**config.mk**
```make
export PLATFORM = sky130hd
export DESIGN_NAME = tx_ram_reader_flat
export DESIGN_NICKNAME = d
export VERILOG_FILES = /design/src/rtl/tx_ram_reader_pkg.sv /design/src/rtl/tx_ram_reader_if.sv /design/src/rtl/tx_skid_buf2.sv /design/src/rtl/tx_ram_reader.sv /design/src/flat_wrapper.sv
export SDC_FILE = /design/constraint.sdc
export NUM_CORES = 1
export LEC_CHECK = 0
export CAP_MARGIN = 20
export CORE_MARGIN = 5
export CORE_UTILIZATION = 40
export DETAILED_ROUTE_END_ITERATION = 6
export PLACE_DENSITY = 0.77
export RECOVER_POWER = 100
export SETUP_SLACK_MARGIN = 0.3
export SLEW_MARGIN = 20
export SYNTH_ARGS = -nofsm -noshare
export SYNTH_HDL_FRONTEND = slang
export SYNTH_SLANG_ARGS = --single-unit
```
**constraint.sdc**
```tcl
create_clock -name clk -period 3.1 [get_ports clk]
set_clock_uncertainty 0.15 [all_clocks]
set_input_delay 0.62 -clock clk [delete_from_list [all_inputs] [get_ports clk]]
set_output_delay 0.62 -clock clk [all_outputs]
set_load 0.05 [all_outputs]
```
**src/rtl/tx_ram_reader_pkg.sv**
```systemverilog
// Shared definitions for the TX buffer-RAM reader: RAM word field offsets and FSM states.
package tx_ram_reader_pkg;

  // Control-field offsets above the data field; a RAM word is {sop, eop, be[1:0], data}.
  localparam int SOP_BIT = 3;
  localparam int EOP_BIT = 2;
  localparam int BE_LSB  = 0;

  typedef enum logic [1:0] {
    ST_IDLE   = 2'd0,
    ST_STREAM = 2'd1,
    ST_DROP   = 2'd2
  } state_t;

endpackage

```
**src/rtl/tx_ram_reader_if.sv**
```systemverilog
// Framed output stream (data/sop/eop/be with valid/ready) leaving the TX RAM reader.
interface tx_ram_reader_if #(
  parameter int DATA_WIDTH = 32
);
  logic [DATA_WIDTH-1:0] data;
  logic                  sop;
  logic                  eop;
  logic [1:0]            be;
  logic                  valid;
  logic                  ready;

  modport master (output data, sop, eop, be, valid, input ready);
  modport slave  (input data, sop, eop, be, valid, output ready);
endinterface

```
**src/rtl/tx_skid_buf2.sv**
```systemverilog
// Two-entry output buffer; the head register drives the stream and only moves on a pop.
module tx_skid_buf2 #(
  parameter int WIDTH = 36
) (
  input  logic             clk,
  input  logic             reset,
  input  logic             flush,
  input  logic             push,
  input  logic [WIDTH-1:0] push_data,
  input  logic             pop,
  output logic [WIDTH-1:0] head,
  output logic [1:0]       count
);

  logic [WIDTH-1:0] tail;

  // Producer never pushes into a full buffer unless the head is popping in the same cycle.
  always_ff @(posedge clk) begin
    if (reset) begin
      head  <= '0;
      tail  <= '0;
      count <= '0;
    end else if (flush) begin
      count <= '0;
    end else begin
      case (count)
        2'd0: begin
          if (push) begin
            head  <= push_data;
            count <= 2'd1;
          end
        end
        2'd1: begin
          if (push && pop) begin
            head <= push_data;
          end else if (push) begin
            tail  <= push_data;
            count <= 2'd2;
          end else if (pop) begin
            count <= 2'd0;
          end
        end
        2'd2: begin
          if (pop) begin
            head <= tail;
            if (push) tail <= push_data;
            else      count <= 2'd1;
          end
        end
        default: count <= 2'd0;
      endcase
    end
  end

endmodule

```
**src/rtl/tx_ram_reader.sv**
```systemverilog
// Reads framed words from the TX buffer RAM and streams them out with frame filtering.
// Optional macro TX_RAM_READER_DROP_EN adds a frame_drop input and the DROP state.
//
// state     | meaning
// ST_IDLE   | waiting for a sop word; other words are discarded
// ST_STREAM | forwarding words of the current frame until its eop word
// ST_DROP   | discarding the remainder of an aborted frame up to its eop word
module tx_ram_reader
  import tx_ram_reader_pkg::*;
#(
  parameter int ADDR_WIDTH = 8,
  parameter int DATA_WIDTH = 32,
  parameter int RAM_WIDTH  = DATA_WIDTH + 4
) (
  input  logic                  clk,
  input  logic                  reset,
  input  logic [ADDR_WIDTH:0]   wr_ptr,
  output logic [ADDR_WIDTH:0]   rd_ptr,
  output logic [ADDR_WIDTH-1:0] ram_addr,
  input  logic [RAM_WIDTH-1:0]  ram_q,
`ifdef TX_RAM_READER_DROP_EN
  input  logic                  frame_drop,
`endif
  tx_ram_reader_if.master       tx,
  output logic [15:0]           frame_cnt
);

  state_t                state, state_nxt;
  logic [ADDR_WIDTH:0]   fetch_ptr;
  logic                  inflight;
  logic                  keep;
  logic                  flush;
  logic                  fetch;
  logic                  pop;
  logic [2:0]            occ;
  logic [1:0]            sk_count;
  logic [RAM_WIDTH-1:0]  head;
  logic [ADDR_WIDTH:0]   retire;
  logic                  w_sop;
  logic                  w_eop;

  assign w_sop = ram_q[DATA_WIDTH+SOP_BIT];
  assign w_eop = ram_q[DATA_WIDTH+EOP_BIT];

  assign tx.valid = (sk_count != 2'd0);
  assign tx.data  = head[DATA_WIDTH-1:0];
  assign tx.sop   = head[DATA_WIDTH+SOP_BIT];
  assign tx.eop   = head[DATA_WIDTH+EOP_BIT];
  assign tx.be    = head[DATA_WIDTH+BE_LSB +: 2];
  assign pop      = tx.valid && tx.ready;

  // Occupancy counts the slot freed by this cycle's pop so a steady stream runs one word per clock.
  assign occ      = {1'b0, sk_count} + {2'b00, inflight} - {2'b00, pop};
  assign fetch    = (fetch_ptr != wr_ptr) && (occ < 3'd2);
  assign ram_addr = fetch_ptr[ADDR_WIDTH-1:0];

  // Words retire to the writer when accepted downstream or discarded, never at fetch time.
  assign retire = (flush ? {{(ADDR_WIDTH-1){1'b0}}, sk_count} : {{ADDR_WIDTH{1'b0}}, pop})
                + {{ADDR_WIDTH{1'b0}}, inflight & ~keep};

  always_comb begin
    state_nxt = state;
    keep      = 1'b0;
    flush     = 1'b0;
    case (state)
      ST_IDLE: begin
        if (inflight && w_sop) begin
          keep      = 1'b1;
          state_nxt = w_eop ? ST_IDLE : ST_STREAM;
        end
      end
      ST_STREAM: begin
        if (inflight) begin
          keep = 1'b1;
          if (w_eop) state_nxt = ST_IDLE;
        end
`ifdef TX_RAM_READER_DROP_EN
        if (frame_drop) begin
          keep      = 1'b0;
          flush     = 1'b1;
          state_nxt = (inflight && w_eop) ? ST_IDLE : ST_DROP;
        end
`endif
      end
`ifdef TX_RAM_READER_DROP_EN
      ST_DROP: begin
        if (inflight && w_eop) state_nxt = ST_IDLE;
      end
`endif
      default: state_nxt = ST_IDLE;
    endcase
  end

  always_ff @(posedge clk) begin
    if (reset) begin
      state     <= ST_IDLE;
      fetch_ptr <= '0;
      inflight  <= 1'b0;
      rd_ptr    <= '0;
      frame_cnt <= '0;
    end else begin
      state    <= state_nxt;
      inflight <= fetch;
      rd_ptr   <= rd_ptr + retire;
      if (fetch) fetch_ptr <= fetch_ptr + 1'b1;
      if (pop && head[DATA_WIDTH+EOP_BIT]) frame_cnt <= frame_cnt + 16'd1;
    end
  end

  tx_skid_buf2 #(.WIDTH(RAM_WIDTH)) u_skid (
    .clk       (clk),
    .reset     (reset),
    .flush     (flush),
    .push      (inflight && keep),
    .push_data (ram_q),
    .pop       (pop),
    .head      (head),
    .count     (sk_count)
  );

endmodule

```
**src/flat_wrapper.sv**
```systemverilog
// flat-port wrapper written by rule: the top's interface ports become plain ports
module tx_ram_reader_flat import tx_ram_reader_pkg::*;
#(
  parameter int ADDR_WIDTH = 8,
  parameter int DATA_WIDTH = 32,
  parameter int RAM_WIDTH  = DATA_WIDTH + 4
)
  (clk, reset, wr_ptr, rd_ptr, ram_addr, ram_q, frame_cnt, tx_data, tx_sop, tx_eop, tx_be, tx_valid, tx_ready);
  tx_ram_reader_if #(.DATA_WIDTH(DATA_WIDTH)) tx_i ();
  input  logic clk;
  input  logic reset;
  input  logic [ADDR_WIDTH:0] wr_ptr;
  output logic [ADDR_WIDTH:0] rd_ptr;
  output logic [ADDR_WIDTH-1:0] ram_addr;
  input  logic [RAM_WIDTH-1:0] ram_q;
  output logic [15:0] frame_cnt;
  output wire logic [$bits(tx_i.data)-1:0] tx_data;
  output wire logic [$bits(tx_i.sop)-1:0] tx_sop;
  output wire logic [$bits(tx_i.eop)-1:0] tx_eop;
  output wire logic [$bits(tx_i.be)-1:0] tx_be;
  output wire logic [$bits(tx_i.valid)-1:0] tx_valid;
  input wire logic [$bits(tx_i.ready)-1:0] tx_ready;
  assign tx_data = tx_i.data;
  assign tx_sop = tx_i.sop;
  assign tx_eop = tx_i.eop;
  assign tx_be = tx_i.be;
  assign tx_valid = tx_i.valid;
  assign tx_i.ready = tx_ready;
  tx_ram_reader #(.ADDR_WIDTH(ADDR_WIDTH), .DATA_WIDTH(DATA_WIDTH), .RAM_WIDTH(RAM_WIDTH)) u_core (.clk(clk), .reset(reset), .wr_ptr(wr_ptr), .rd_ptr(rd_ptr), .ram_addr(ram_addr), .ram_q(ram_q), .tx(tx_i), .frame_cnt(frame_cnt));
endmodule
```
# Yosys cells after proc, flatten, opt, wreduce, memory -nomap -nowiden

Index checks and enable logic that the tools add are counted.
Widths: inputs -> output; s select.

Register bits: 111
Output and inout bits: 70
Logic and storage cells: 68

$add $sub $neg: 6
$lt $le $gt $ge: 1
Eq/ne operators: 13
Muxes and demuxes: 23
Bitwise gates (word level): 2
Reduce and logical (&&, ||, !) cells: 15

Operators by type and width:

| kind                  | count |
|---|---|
| $mux 36               | 6 |
| $pmux 36 s3           | 1 |
| $pmux 36 s2           | 1 |
| $mux 2                | 9 |
| $add 16x1->16 const B | 1 |
| $ne 2x2->1 const B    | 5 |
| $add 9x1->9 const B   | 1 |
| $add 9x9->9           | 1 |
| $ne 9x9->1            | 1 |
| $logic_and 1x1->1     | 6 |
| $ne 2x1->1 const B    | 3 |
| $pmux 2 s3            | 1 |
| $reduce_and 3->1      | 2 |
| $reduce_and 5->1      | 1 |
| $eq 2x1->1 const B    | 2 |
| $logic_not 2->1       | 2 |
| $pmux 2 s2            | 1 |
| $reduce_and 4->1      | 1 |
| $reduce_bool 2->1     | 2 |
| $add 2x1->3           | 1 |
| $lt 3x2->1 const B    | 1 |
| $mux 1                | 3 |
| $ne 3x2->1 const B    | 1 |
| $reduce_bool 3->1     | 1 |
| 6 further kinds       | 6 |

# Logic depth before layout (Yosys ltp)

Word-level depth: 7
Gate-level depth with buffers: 11
Mapped depth without buffers: 10

# Modules after synthesis

From an unflattened synthesis, not the netlist that was laid out.

Cell total of the unflattened synthesis: 546
Area total of the unflattened synthesis: 5570.3 µm²

By module, submodules not included:

| module        | instances | cells each | area an instance (µm²) |
|---|---|---|---|
| tx_skid_buf2  | 1         | 346        | 3738.6 |
| tx_ram_reader | 1         | 200        | 1831.8 |

# Least setup slack after synthesis

OpenSTA, ideal clock, no wires.

Path type: register -> register
Start: register u_core.u_skid.count[1]
End: register u_core.fetch_ptr[7]
Library setup time: 70 ps
Arrival: 2664 ps
Setup slack: 215 ps
Cell stages (with the launch flop): 10
Path buffers: 1
Clock period less this slack: 2885 ps
Cells stage by stage: dfxtp_1 -> buf_4 -> or2_2 -> and2_1 -> nor2b_1 -> fa_1 -> xnor2_2 -> o311ai_4 -> or4_1 -> a21oi_1

Cells in the longest elaborated chain, start to end: 5
Elaborated cells between the ends (all ways): 6
Classes of those cells: 2 x add/sub; 1 x order compare; 3 x reduce/logical

Ends and longest elaborated chain:

| what                     | line                 | source |
|---|---|---|
| start: declaration       | tx_skid_buf2.sv:12   | `output logic [1:0] count` |
| start signal: assignment | tx_skid_buf2.sv:22   | `count <= '0;` |
| start signal: assignment | tx_skid_buf2.sv:24   | `count <= '0;` |
| start signal: assignment | tx_skid_buf2.sv:30   | `count <= 2'd1;` |
| $reduce_bool 2->1        | tx_ram_reader.sv:45  | `assign tx.valid = (sk_count != 2'd0);` |
| net tx_valid             | flat_wrapper.sv:21   | `output wire logic [$bits(tx_i.valid)-1:0] tx_valid;` |
| $logic_and 1x1->1        | tx_ram_reader.sv:50  | `assign pop = tx.valid && tx.ready;` |
| $sub 3x1->3              | tx_ram_reader.sv:53  | `assign occ = {1'b0, sk_count} + {2'b00, inflight} - {2'b00, pop};` |
| $lt 3x2->1               | tx_ram_reader.sv:54  | `assign fetch = (fetch_ptr != wr_ptr) && (occ < 3'd2);` |
| $logic_and 1x1->1        | tx_ram_reader.sv:54  |  |
| end signal: assignment   | tx_ram_reader.sv:105 | `if (fetch) fetch_ptr <= fetch_ptr + 1'b1;` |
| end: declaration         | tx_ram_reader.sv:29  | `logic [ADDR_WIDTH:0] fetch_ptr;` |

The timed path passes the listed nets, and every way through them passes these cells.
A chain may end at the register's enable or synchronous reset.

# Worst setup path after layout

Start: input port tx_ready
End: register u_core.fetch_ptr[7]

Cells in the longest elaborated chain, start to end: 4

Ends and longest elaborated chain:

| what               | line                | source |
|---|---|---|
| start: declaration | flat_wrapper.sv:22  | `input wire logic [$bits(tx_i.ready)-1:0] tx_ready;` |
| $logic_and 1x1->1  | tx_ram_reader.sv:50 |  |
| $sub 3x1->3        | tx_ram_reader.sv:53 |  |
| $lt 3x2->1         | tx_ram_reader.sv:54 |  |
| $logic_and 1x1->1  | tx_ram_reader.sv:54 |  |

Every way passes these cells.

==> run summary <==
The flow ran to the end, and the final reports show no timing, DRC or antenna violations. The placed instances occupy a cell area of 6050 µm². In the final layout, the multi-input gates occupy 2310 µm². The worst setup path is captured at a register.

Number of violations reported at the end of detailed-routing iteration 0: 301. Max-cap violations in this run came to 0. Counting instances in the post-synthesis netlist gives the leading cell types as 110 x dfxtp_1, 84 x nand2_1, 64 x nor2_1.

The logs give 40.3% for the initial standard-cell utilization of the core and 0.778 for the final weighted congestion of routability-driven global placement. The final critical path takes up 92.2% of the cycle. The logs give 6310 µm² for the final design instance area without fill and 0 for the number of pins exceeding their max-slew limit in the final report.

STA classifies the critical path startpoint as an input port. Setup repair after global routing left no endpoint under its margin. Share of synthesized registers carrying an async set or reset: 0%. After synthesis the netlist holds a flip-flop and latch count of 110.

The wire-length estimate of the detail-placed layout is 8010 µm. The run gives 11400 µm as the wire length reported by the detailed router. The layout has 1119 filler cells. Measured against its own limit, the worst slew margin works out to 58.9%.

Counting every net in the synthesized netlist gives 593. The cell sitting at the root of the clock tree is a clkbuf_16. In this run the power density over the cells is 566 nW/µm². Relative to the synthesized area, the layout overhead comes to 31.2%. Dividing the detail-routed via count by the number of cells gives 5.12.

In the synthesized netlist the dominant register cell turns out to be dfxtp_1. For the pin with the worst max-slew slack, the measured transition is 0.616 ns. Count of TritonRoute iterations in the first routing pass: 4.

The library cell with the highest instance count after synthesis was dfxtp_1. The run gives 118 as the boundary pin count. The tools report the critical path data arrival time as 2.99 ns. The run gives 4810 µm² as the netlist area before placement. For the post-synthesis cell count, the log shows 538. Across the VDD grid, the largest voltage drop is 289 µV.

The die width is 120 µm. The worst setup path is of the in -> reg kind. The fmax was 350 MHz. The sequential cells in the finished layout cover a total of 2200 µm². The clock transition at the registers of the reported paths works out to 0.07 ns. Summing internal, switching and leakage power gives 3.57 mW.

The floorplan step set the die height to 120 µm. The run gives 2 as the clock tree buffer depth. Worst min-delay path class: reg -> reg.

Along the worst path, the maximum fanout reaches 4. For the number of nets in the layout, the log shows 693. TritonCTS built the clock tree.

Of the cells placed in the final design, the portion with a size suffix greater than 1 is 5.91%. The analysis attributes to cell leakage a power of 2.63 nW. For the data required time of the critical path, the log shows 3.23 ns.

The dominant cell type by area after synthesis is dfxtp_1. Counting flops with a built-in enable in the synthesized netlist gives 0. The area of the die was 14300 µm². The total routing usage reported by global routing came out at 15.9%. The run gives 110 as the number of sinks driven by the clock tree.

The final hold violation count was 0; the source-to-sink clock delay at the later pin of the worst-skew pair was 0.35 ns. The H-tree generated during clock tree synthesis spans 3 levels. The DRC violations left is 0, and the number of library cell types mapped by synthesis is 45.

The number of antenna cells inserted came out at 0. The final critical path time including I/O delays and setup is 2.86 ns. The initial antenna violation count is 0, and the core region area is 11900 µm². The number of global-route vias before repair is 3949, and the synthesized area divided by synthesized cell count is 8.93 µm². Counting the buffers created by CTS gives 9.

The row count is 40. Entering global routing, the biggest net connects 59 pins. The area share of the largest cell type after synthesis was 45.8%; the wire length of the first global-routing pass was 18600 µm. The number of warnings printed during yosys synthesis was 0; the average wire length per cell after detail routing was 14.5 µm. For this run the aggregate overflow at the end of global routing stands at 0. Across all hold checks on the routed design, the worst slack comes to 0.303 ns.

For this run, the register share of the synthesized area comes to 45.8%. The run gives 0 as the total setup violations reported at the end of the flow. The overall via count from detail_route is 4048. In this run the remaining antenna-violating nets after routing total 0. The number of buffers inserted by port buffering was 117. By area the synthesized netlist is led by dfxtp_1 46%, mux2i_1 8.1%, nand2_1 6.6%.

The cts-stage hold buffer count was 0.
## metrics by stage
step	std cells	setup WS (ns)	setup TNS [ns]	utilization, %
6_report	790	0.241	0	52.9
5_1_grt	790	0.180	0	52.9
4_1_cts	789	0.315	0	53.3
3_5_place_dp	773	-0.0489	-0.185	50.8
3_3_place_gp	773	0.0527	0	50.8
2_1_floorplan	538	0.345	0	-
## state kept, by name, summed over array words and instances (netlist names)
signal,flops
u_core.rd_ptr,9
u_core.inflight,1
u_core.u_skid.tail,36
u_core.u_skid.count,2
u_core.fetch_ptr,9
u_core.frame_cnt,16
u_core.u_skid.head,36
u_core.state,1
## worst max-delay path, stage by stage
cell           delay [ns]
dlygate4sd3_1        0.58
and2_0               0.18
nor2b_1              0.16
fa_2                 0.38
xnor2_2              0.21
o311ai_4             0.15
or4_1                0.55
a21oi_1              0.15
## report_power, final
| group | internal, mW | total (mW) | switching [mW] |
|---|---|---|---|
| Sequential | 1.51 | 1.57 | 0.0647 |
| Clock | 0.670 | 1.17 | 0.504 |
| Combinational | 0.295 | 0.827 | 0.532 |
## layout make-up
cell class	instances	area share (%)
multi-input cells	380	36.6
flip-flops and latches	110	34.9
repair buffers	130	20.3
clock buffers	13	4.13
well taps	147	2.92
clock inverters	3	0.675
inverters	7	0.417
## routing by layer
metal,global-route usage [%],wire length [µm],up-vias
met2,26.2,5330,126
met5,0,0,-
met3,4.05,766,16
li1,-,-,2043
met4,6.73,206,0
met1,19.7,5140,1863
## kinds of logic after synthesis
family / after synthesis / synth area share [%]
and+or+nand+nor: 200 / 18.7
DFF: 110 / 45.8
AOI/OAI and AO/OA: 106 / 14.4
buffers and inverters: 48 / 5.55
muxes: 39 / 8.12
xor gates and xnor gates: 28 / 5.26
adders and majority gates: 7 / 2.13
## cells in the final DEF, fill, tap and decap left out, drive strengths merged, types with 18 or more instances in the layout
cell / instances
a211oi: 36
a21oi: 52
clkdlybuf4s50: 44
mux2i: 39
dfxtp: 110
nor2: 64
xnor2: 18
dlygate4sd3: 72
nand2: 85
clkbuf: 18
## timing repair
action                     in CTS  in global routing
gates resized for setup         0                  3
buffers inserted                0                  1
setup endpoints to repair       0                  8
## path summary, 6_finish.rpt
path | startpoint | to | slack [ns] | depth (start not counted)
worst min-delay path | u_core.u_skid.tail[35] | u_core.u_skid.tail[35] | 0.30 | 2
worst max-delay path | tx_ready | u_core.fetch_ptr[7] | 0.24 | 8
worst min register to register | u_core.u_skid.tail[35] | u_core.u_skid.tail[35] | 0.30 | 2
worst max register to register | u_core.u_skid.count[0] | u_core.fetch_ptr[7] | 0.48 | 8
Power figures use the tool's default switching activity.
